===== config.mk =====
export PLATFORM = sky130hd
export DESIGN_NAME = vga_timing_gen_flat
export DESIGN_NICKNAME = d
export VERILOG_FILES = /design/src/rtl/vga_pkg.sv /design/src/rtl/vga_if.sv /design/src/rtl/vga_axis_cnt.sv /design/src/rtl/vga_timing_gen.sv /design/src/flat_wrapper.sv
export SDC_FILE = /design/constraint.sdc
export NUM_CORES = 1
export LEC_CHECK = 0
export ABC_AREA = 1
export BUFFER_PORTS_ARGS = -buffer_cell sky130_fd_sc_hd__buf_4
export CAP_MARGIN = 40
export CORE_MARGIN = 2
export CORE_UTILIZATION = 50
export DETAILED_ROUTE_END_ITERATION = 10
export HOLD_SLACK_MARGIN = 0.02
export PLACE_DENSITY = 0.81
export SYNTH_ARGS = -nofsm -noshare
export SYNTH_HDL_FRONTEND = slang
export SYNTH_SLANG_ARGS = --single-unit

===== constraint.sdc =====
create_clock -name clk -period 2.1 [get_ports clk]
set_input_delay 0.105 -clock clk [delete_from_list [all_inputs] [get_ports clk]]
set_output_delay 0.105 -clock clk [all_outputs]
set_load 0.01 [all_outputs]

===== src/rtl/vga_pkg.sv =====
// Timing constants for 800x600@60 Hz VESA (40 MHz pixel clock) and shared widths.
package vga_pkg;

    localparam int unsigned VGA_CNT_W   = 11;
    localparam int unsigned RGB_W       = 12;
    localparam int unsigned FRAME_CNT_W = 16;

    localparam int unsigned H_TOTAL      = 1056;
    localparam int unsigned H_VISIBLE    = 800;
    localparam int unsigned H_SYNC_START = 840;
    localparam int unsigned H_SYNC_LEN   = 128;

    localparam int unsigned V_TOTAL      = 628;
    localparam int unsigned V_VISIBLE    = 600;
    localparam int unsigned V_SYNC_START = 601;
    localparam int unsigned V_SYNC_LEN   = 4;

endpackage


===== src/rtl/vga_if.sv =====
// VGA stream bundle passed between drawing stages; all fields travel together.
interface vga_if;
    import vga_pkg::*;

    logic [VGA_CNT_W-1:0] hcount;
    logic [VGA_CNT_W-1:0] vcount;
    logic                 hsync;
    logic                 vsync;
    logic                 hblnk;
    logic                 vblnk;
    logic [RGB_W-1:0]     rgb;

    modport out (output hcount, vcount, hsync, vsync, hblnk, vblnk, rgb);
    modport in  (input  hcount, vcount, hsync, vsync, hblnk, vblnk, rgb);
endinterface


===== src/rtl/vga_axis_cnt.sv =====
// One timing axis: wrapping counter with blank/sync flags and a last-position flag.
// Flags are derived from the next count so they line up with the registered count.
module vga_axis_cnt
    import vga_pkg::*;
#(
    parameter int unsigned TOTAL       = H_TOTAL,
    parameter int unsigned BLANK_START = H_VISIBLE,
    parameter int unsigned SYNC_START  = H_SYNC_START,
    parameter int unsigned SYNC_LEN    = H_SYNC_LEN
) (
    input  logic                 clk,
    input  logic                 rst,
    input  logic                 en,
    output logic [VGA_CNT_W-1:0] cnt,
    output logic                 blnk,
    output logic                 sync,
    output logic                 wrap
);

    localparam int unsigned W = VGA_CNT_W;

    localparam logic [W-1:0] LAST     = W'(TOTAL - 1);
    localparam logic [W-1:0] BLNK_BEG = W'(BLANK_START);
    localparam logic [W-1:0] SYNC_BEG = W'(SYNC_START);
    localparam logic [W-1:0] SYNC_END = W'(SYNC_START + SYNC_LEN);

    logic [W-1:0] cnt_nxt;

    // Next count: advance when enabled, wrap after the last position.
    always_comb begin
        cnt_nxt = cnt;
        if (en) begin
            cnt_nxt = (cnt == LAST) ? '0 : cnt + W'(1);
        end
    end

    // Count and flags share one register stage; wrap marks the last position.
    always_ff @(posedge clk) begin
        if (rst) begin
            cnt  <= '0;
            blnk <= 1'b0;
            sync <= 1'b0;
            wrap <= 1'b0;
        end else begin
            cnt  <= cnt_nxt;
            blnk <= (cnt_nxt >= BLNK_BEG);
            sync <= (cnt_nxt >= SYNC_BEG) && (cnt_nxt < SYNC_END);
            wrap <= (cnt_nxt == LAST);
        end
    end

endmodule


===== src/rtl/vga_timing_gen.sv =====
// Source of the VGA stream: H/V timing, per-frame tick and completed-frame counter.
module vga_timing_gen #(
    parameter int unsigned H_TOTAL      = vga_pkg::H_TOTAL,
    parameter int unsigned H_VISIBLE    = vga_pkg::H_VISIBLE,
    parameter int unsigned H_SYNC_START = vga_pkg::H_SYNC_START,
    parameter int unsigned H_SYNC_LEN   = vga_pkg::H_SYNC_LEN,
    parameter int unsigned V_TOTAL      = vga_pkg::V_TOTAL,
    parameter int unsigned V_VISIBLE    = vga_pkg::V_VISIBLE,
    parameter int unsigned V_SYNC_START = vga_pkg::V_SYNC_START,
    parameter int unsigned V_SYNC_LEN   = vga_pkg::V_SYNC_LEN
) (
    input  logic                             clk,
    input  logic                             rst,
    vga_if.out                               vga_out,
    output logic                             frame_tick,
    output logic [vga_pkg::FRAME_CNT_W-1:0]  frame_cnt
);

    localparam int unsigned W  = vga_pkg::VGA_CNT_W;
    localparam int unsigned FW = vga_pkg::FRAME_CNT_W;

    // Line before the first blanked line; the tick fires as that line wraps.
    localparam logic [W-1:0] V_TICK_LINE = W'(V_VISIBLE - 1);

    logic [W-1:0] h_cnt;
    logic [W-1:0] v_cnt;
    logic         h_blnk;
    logic         h_sync;
    logic         h_wrap;
    logic         v_blnk;
    logic         v_sync;
    logic         v_wrap;

    vga_axis_cnt #(
        .TOTAL       (H_TOTAL),
        .BLANK_START (H_VISIBLE),
        .SYNC_START  (H_SYNC_START),
        .SYNC_LEN    (H_SYNC_LEN)
    ) u_h (
        .clk  (clk),
        .rst  (rst),
        .en   (1'b1),
        .cnt  (h_cnt),
        .blnk (h_blnk),
        .sync (h_sync),
        .wrap (h_wrap)
    );

    // Vertical axis steps on the same edge that the horizontal counter wraps.
    vga_axis_cnt #(
        .TOTAL       (V_TOTAL),
        .BLANK_START (V_VISIBLE),
        .SYNC_START  (V_SYNC_START),
        .SYNC_LEN    (V_SYNC_LEN)
    ) u_v (
        .clk  (clk),
        .rst  (rst),
        .en   (h_wrap),
        .cnt  (v_cnt),
        .blnk (v_blnk),
        .sync (v_sync),
        .wrap (v_wrap)
    );

    assign vga_out.hcount = h_cnt;
    assign vga_out.vcount = v_cnt;
    assign vga_out.hsync  = h_sync;
    assign vga_out.vsync  = v_sync;
    assign vga_out.hblnk  = h_blnk;
    assign vga_out.vblnk  = v_blnk;
    assign vga_out.rgb    = '0;

    // Tick lands with (0, V_VISIBLE); frame count bumps as (last, last) wraps to (0, 0).
    always_ff @(posedge clk) begin
        if (rst) begin
            frame_tick <= 1'b0;
            frame_cnt  <= '0;
        end else begin
            frame_tick <= h_wrap && (v_cnt == V_TICK_LINE);
            if (h_wrap && v_wrap) begin
                frame_cnt <= frame_cnt + FW'(1);
            end
        end
    end

endmodule

===== src/flat_wrapper.sv =====
// flat-port wrapper written by rule: the top's interface ports become plain ports
module vga_timing_gen_flat 
#(
    parameter int unsigned H_TOTAL      = vga_pkg::H_TOTAL,
    parameter int unsigned H_VISIBLE    = vga_pkg::H_VISIBLE,
    parameter int unsigned H_SYNC_START = vga_pkg::H_SYNC_START,
    parameter int unsigned H_SYNC_LEN   = vga_pkg::H_SYNC_LEN,
    parameter int unsigned V_TOTAL      = vga_pkg::V_TOTAL,
    parameter int unsigned V_VISIBLE    = vga_pkg::V_VISIBLE,
    parameter int unsigned V_SYNC_START = vga_pkg::V_SYNC_START,
    parameter int unsigned V_SYNC_LEN   = vga_pkg::V_SYNC_LEN
)
  (clk, rst, frame_tick, frame_cnt, vga_out_hcount, vga_out_vcount, vga_out_hsync, vga_out_vsync, vga_out_hblnk, vga_out_vblnk, vga_out_rgb);
  vga_if vga_out_i ();
  input  logic clk;
  input  logic rst;
  output logic frame_tick;
  output logic [vga_pkg::FRAME_CNT_W-1:0] frame_cnt;
  output wire logic [$bits(vga_out_i.hcount)-1:0] vga_out_hcount;
  output wire logic [$bits(vga_out_i.vcount)-1:0] vga_out_vcount;
  output wire logic [$bits(vga_out_i.hsync)-1:0] vga_out_hsync;
  output wire logic [$bits(vga_out_i.vsync)-1:0] vga_out_vsync;
  output wire logic [$bits(vga_out_i.hblnk)-1:0] vga_out_hblnk;
  output wire logic [$bits(vga_out_i.vblnk)-1:0] vga_out_vblnk;
  output wire logic [$bits(vga_out_i.rgb)-1:0] vga_out_rgb;
  assign vga_out_hcount = vga_out_i.hcount;
  assign vga_out_vcount = vga_out_i.vcount;
  assign vga_out_hsync = vga_out_i.hsync;
  assign vga_out_vsync = vga_out_i.vsync;
  assign vga_out_hblnk = vga_out_i.hblnk;
  assign vga_out_vblnk = vga_out_i.vblnk;
  assign vga_out_rgb = vga_out_i.rgb;
  vga_timing_gen #(.H_TOTAL(H_TOTAL), .H_VISIBLE(H_VISIBLE), .H_SYNC_START(H_SYNC_START), .H_SYNC_LEN(H_SYNC_LEN), .V_TOTAL(V_TOTAL), .V_VISIBLE(V_VISIBLE), .V_SYNC_START(V_SYNC_START), .V_SYNC_LEN(V_SYNC_LEN)) u_core (.clk(clk), .rst(rst), .vga_out(vga_out_i), .frame_tick(frame_tick), .frame_cnt(frame_cnt));
endmodule

## Yosys cells after proc, flatten, opt, wreduce, memory -nomap -nowiden

Index checks and enable logic that the tools add are counted.

| storage, ports and cells | value |
|---|---|
| output and inout port bits | 55 |
| input bits | 2 |
| flip-flop bits (word level) | 45 |
| logic and storage cells | 31 |

| operators by class | value |
|---|---|
| mux-type cells | 3 |
| order comparisons | 6 |
| add/sub/neg operators | 3 |
| equal/unequal tests | 5 |
| reductions and logical operators | 4 |

Operator list:

| cell | number |
|---|---|
| 11-bit by 10-bit greater-or-equal comparator with 1-bit output (second input constant) | 4 |
| 11-bit by 10-bit == test with 1-bit output (second input constant) | 3 |
| 11-bit 2-to-1 mux | 3 |
| 11-bit by 1-bit adder with 11-bit output (second input constant) | 2 |
| 11-bit == test (second input constant) | 2 |
| 11-bit by 10-bit less-than comparator with 1-bit output (second input constant) | 2 |
| 16-bit by 1-bit adder with 16-bit output (second input constant) | 1 |
| 1-bit logical AND | 4 |

## Depth between registers and ports, before layout

| logic depth | value |
|---|---|
| depth in word-level cells | 5 |
| depth in mapped cells | 15 |
| mapped depth without buffers | 15 |

## Hierarchy

From an unflattened synthesis, not the netlist that was laid out.

| unflattened totals | value |
|---|---|
| cells, all modules | 384 |
| area total of the unflattened synthesis | 2601.2 um2 |

By module, submodules not included:

| module | cells each | times used | sequential area each (um2) | area each (um2) |
|---|---|---|---|---|
| vga_timing_gen | 141 | 1 | 340.3 | 974.7 |
| vga_axis_cnt (u_core.u_v) | 120 | 1 | 280.3 | 822.0 |
| vga_axis_cnt (u_core.u_h) | 123 | 1 | 280.3 | 804.5 |

## Worst setup path before layout

No wires, ideal clock.

| timing path | value |
|---|---|
| kind | register to register |
| from | reg u_core.u_v.cnt[0] |
| to | reg u_core.u_v.sync |
| setup time | 111 ps |
| setup slack | 392 ps |
| clock period less this slack | 1708 ps |
| data required time | 1989 ps |
| stages on the path, launching flop included | 13 |
| data arrival time | 1596 ps |
| buffers on the path | 0 |
| path through | dfxtp_1 > ha_1 > inv_1 > nor2_1 > nand3_2 > nor2_2 > nor2_1 > nand2_1 > nand2_1 > nor2_1 > nand3_1 > nand2_1 > nor2_1 |

| between the ends | value |
|---|---|
| longest elaborated chain between the ends | 5 |
| elaborated cells between the ends (all ways) | 7 |
| those cells by class | add/sub (1); order compare (2); eq/ne (1); mux (2); reduce/logical (1) |

Ends and longest elaborated chain:

| element | line | RTL |
|---|---|---|
| start, declared | vga_axis_cnt.sv:14 | `output logic [VGA_CNT_W-1:0] cnt,` |
| start signal, assigned | vga_axis_cnt.sv:45 | `cnt <= cnt_nxt;` |
| 11-bit by 1-bit adder with 11-bit output or 11-bit by 10-bit == test with 1-bit output (tied branches) | vga_axis_cnt.sv:33 | `cnt_nxt = (cnt == LAST) ? '0 : cnt + W'(1);` |
| 11-bit 2-to-1 mux | vga_axis_cnt.sv:33 |  |
| 11-bit 2-to-1 mux (*) | vga_axis_cnt.sv:32 | `if (en) begin` |
| 11-bit by 10-bit greater-or-equal comparator with 1-bit output or 11-bit by 10-bit less-than comparator with 1-bit output (tied branches) | vga_axis_cnt.sv:47 | `sync <= (cnt_nxt >= SYNC_BEG) && (cnt_nxt < SYNC_END);` |
| 1-bit logical AND (*) | vga_axis_cnt.sv:47 |  |
| end signal, assigned | vga_axis_cnt.sv:47 |  |
| end, declared | vga_axis_cnt.sv:16 | `output logic sync,` |

Every way passes the cells marked *; elsewhere a longest branch is shown, timed or not.
A chain may end at the register's enable or synchronous reset.

## Final worst setup path

| timing path | value |
|---|---|
| from | reg u_core.u_v.cnt[1] |
| to | reg u_core.u_v.sync |

Same word-level chain as after synthesis.

==> results.sh <==
export IMPL_drive_above_1_share_pct=23.5
export IMPL_grt_max_degree=32
export IMPL_vias=2338
export IMPL_switchingPower_mw=0.333
export IMPL_wl_met3_um=274
export IMPL_preCtsSetupSlack_ns=0.227
export IMPL_sw_frac_of_total_pct=20.9
export IMPL_layout_nets=414
export IMPL_vdd_drop_max_uv=417
export IMPL_required_ns=2.30
export IMPL_syn_to_final_growth_pct=18.2
export IMPL_p_int_mw=1.26
export IMPL_seqPwrFrac_pct=54.1
export IMPL_synth_cells=364
export IMPL_final_antenna_net_count=0
export IMPL_setup_ws_ns=0.230
export IMPL_grt_pass1_wl_um=8680
export IMPL_hold_buffers=0
export IMPL_cp_max_fo=4
export IMPL_fillerInstances=459
export IMPL_gr_total_overflow=0
export IMPL_drtIter0Drc=108
export IMPL_worst_endpoint_arrival_ns=2.07
export IMPL_crit_path_start_kind="flop"
export IMPL_coreArea_sq_um=4790
export IMPL_die_h_um=75.0
export IMPL_end_kind="flop"
export IMPL_final_util_pct=62.2
export IMPL_clkSinkCount=45
export IMPL_dpl_instance_area_sq_um=2860
export IMPL_dp_cells=468
export IMPL_finalHoldViolCount=0
export IMPL_via_per_inst=4.91
export IMPL_cellLeakagePower_nw=1.33
export IMPL_firstDrtPassIters=4
export IMPL_yosysTopAreaCell="dfxtp_1"
export IMPL_port_buffers=44
export IMPL_skew_ns=0.00515
export IMPL_drc_errors=0
export IMPL_clk_path_buf_depth=2
export IMPL_crit_path_start="u_core.u_v.cnt[1]$_SDFF_PP0_"
export IMPL_final_max_slew_violation_count=0
export IMPL_cts_root_buffer="clkbuf_8"
export IMPL_die_w_um=75.0
export IMPL_synth_area_top_cells="dfxtp_1, nand2_1, nor2_1"
export IMPL_multi_input_area_sq_um=1340
export IMPL_highest_layer="met4"
export IMPL_finalSetupViolCount=0
export IMPL_reg2reg_depth=12
export IMPL_grt_setup_unrepaired="no"
export IMPL_met1Wirelength_um=2390
export IMPL_fin_crit_ns=1.87
export IMPL_finalPower_mw=1.59
export IMPL_critPathKind="flop to flop"
export IMPL_r2r_slack_ns=0.23
export IMPL_rows=25
export IMPL_drt_wirelength_per_cell_um=11.0
export IMPL_yosysUniqueCellTypes=33
export IMPL_cts_tree="done"
export IMPL_wl_met2_um=2500
export IMPL_synthFlopType="dfxtp_1"
export IMPL_antennaDiodeCount=0
export IMPL_yosys_warnings=0
export IMPL_synth_ff_latch_count=45
export IMPL_initial_utilization_pct=52.6
export IMPL_cts_clk_slew_worst_paths_ns=0.08
export IMPL_avgSynthCellArea_sq_um=6.92
export IMPL_synth_top_cell_area_share_pct=35.8
export IMPL_dp_hpwl_um=3890
export IMPL_synth_edf_count=0
export IMPL_clk_insertion_delay_late_ns=0.30
export IMPL_yosysSeqAreaShare_pct=35.8
export IMPL_power_density_nw_per_um2=536
export IMPL_status="complete, no violations"
export IMPL_antenna_found_initial=0
export IMPL_synth_async_reset_ratio_pct=0
export IMPL_routed_wl_um=5220
export IMPL_syn_area_sq_um=2520
export IMPL_grt_total_usage_pct=19.7
export IMPL_stdcell_count=476
export IMPL_clockPowerShare_pct=42.7
export IMPL_holdWs_ns=0.183
export IMPL_cts_max_level=2
export IMPL_r2r_end="u_core.u_v.sync$_SDFF_PP0_"
export IMPL_register_area_sq_um=902
export IMPL_maxCapViolCount=0
export IMPL_place_congestion=0.870
export IMPL_ios=57
export IMPL_cts_buffers=5
export IMPL_dieArea_sq_um=5620
export IMPL_grt_pass1_vias=2013
export IMPL_design_area_sq_um=2980
export IMPL_rr_startpoint="u_core.u_v.cnt[1]$_SDFF_PP0_"
export IMPL_hp_class="primary input to flop"
export IMPL_period_share_pct=89.0
export IMPL_max_freq_mhz=535
export IMPL_p_comb_share_pct=3.2
export IMPL_crit_end="u_core.u_v.sync$_SDFF_PP0_"
export IMPL_tns_ns=0
## placed cells by master, fill, tap and decap left out, drive strengths merged
cell type,netlist,final
nand2,78,78
nand3b,2,2
nand4,10,10
nor2,73,73
o31ai,1,1
and3,2,2
dfxtp,45,45
o21a,1,1
a31oi,1,1
ha,4,4
buf,15,45
xnor2,3,3
o21ai,10,10
a21oi,11,11
nand3,31,31
nor3,13,13
clkbuf,4,7
clkinv,3,3
o21bai,1,1
inv,50,50
conb,1,12
xor2,5,5
bufinv,0,1
## critical path, cell delays in order, from the launching register on
cell and delay [ns]:
dfxtp_1 0.40, ha_1 0.28, inv_1 0.08, nor2_1 0.11, nand3_2 0.08, nor2_2 0.18, nor2_1 0.09, nand2_1 0.11
nand2_1 0.06, nor2_1 0.17, nand3_1 0.10, nand2_1 0.07, nor2_1 0.03
## flip-flops by register name, indices dropped and copies added (netlist names)
signal and count:
u_core.u_v.cnt 11, u_core.u_h.wrap 1, u_core.frame_cnt 16, u_core.u_v.sync 1, u_core.u_v.wrap 1, u_core.u_h.cnt 11
u_core.u_v.blnk 1, u_core.frame_tick 1, u_core.u_h.sync 1, u_core.u_h.blnk 1
## Yosys cell counts, types with 2 or more instances
cell	count
xnor2_1	3
nand2_4	2
inv_2	9
inv_1	41
nor2_1	61
o21ai_2	2
buf_2	2
nand3_2	8
nor2_4	6
nand2_2	6
xor2_1	5
clkbuf_1	4
dfxtp_1	45
nor3_1	12
ha_1	4
o21ai_0	8
and3_1	2
a21oi_1	11
nand3_1	22
buf_4	13
nand3b_1	2
nor2_2	6
nand4_1	10
clkinv_1	2
nand2_1	70
## metal layers
layer	track usage, %	vias to the layer above
li1	-	1202
met1	25.0	1057
met2	33.4	75
met3	4.82	4
met4	5.56	0
met5	0	-
## worst min-delay path by stage
stage	startpoint	endpoint	slack, ns	depth (start not counted)
6_report	rst	u_core.u_h.cnt[1]$_SDFF_PP0_	0.18	2
5_1_grt	rst	u_core.u_h.cnt[7]$_SDFF_PP0_	0.20	2
4_1_cts	rst	u_core.u_h.cnt[1]$_SDFF_PP0_	0.18	2
3_5_place_dp	u_core.frame_cnt[12]$_SDFFE_PP0P_	u_core.frame_cnt[12]$_SDFFE_PP0P_	0.48	2
3_3_place_gp	u_core.frame_cnt[12]$_SDFFE_PP0P_	u_core.frame_cnt[12]$_SDFFE_PP0P_	0.47	2
2_1_floorplan	rst	u_core.u_h.cnt[10]$_SDFF_PP0_	0.19	1
## cell type report
cell class	count	area share [%]
well taps	67	2.82
clock buffers	7	2.90
multi-input cells	258	44.9
repair buffers	45	11.4
clock inverters	1	1.01
inverters	53	6.73
flip-flops and latches	45	30.3
## power by group through the flow
stage	logic [mW]	clock network (mW)	registers [mW]
after floorplan	0.0506	0	0.884
after global placement	0.0506	0	0.882
after detailed placement	0.0516	0	0.883
after CTS	0.0517	0.687	0.862
after global routing	0.0583	0.727	0.864
final	0.0514	0.680	0.862
## cell families after synthesis
family	count (synthesis)	share of synthesized area (%)
fa+ha+maj	4	1.99
flops	45	35.8
xor+xnor	8	2.78
buf+inv	72	12.8
simple gates	209	40.7
other cells	1	0.149
compound gates	25	5.77
## what timing repair did
action | in CTS | in global routing
setup buffers | 0 | 0
resized for setup | 0 | 1
endpoints found under the setup margin | 0 | 3
Power figures use the tool's default switching activity.
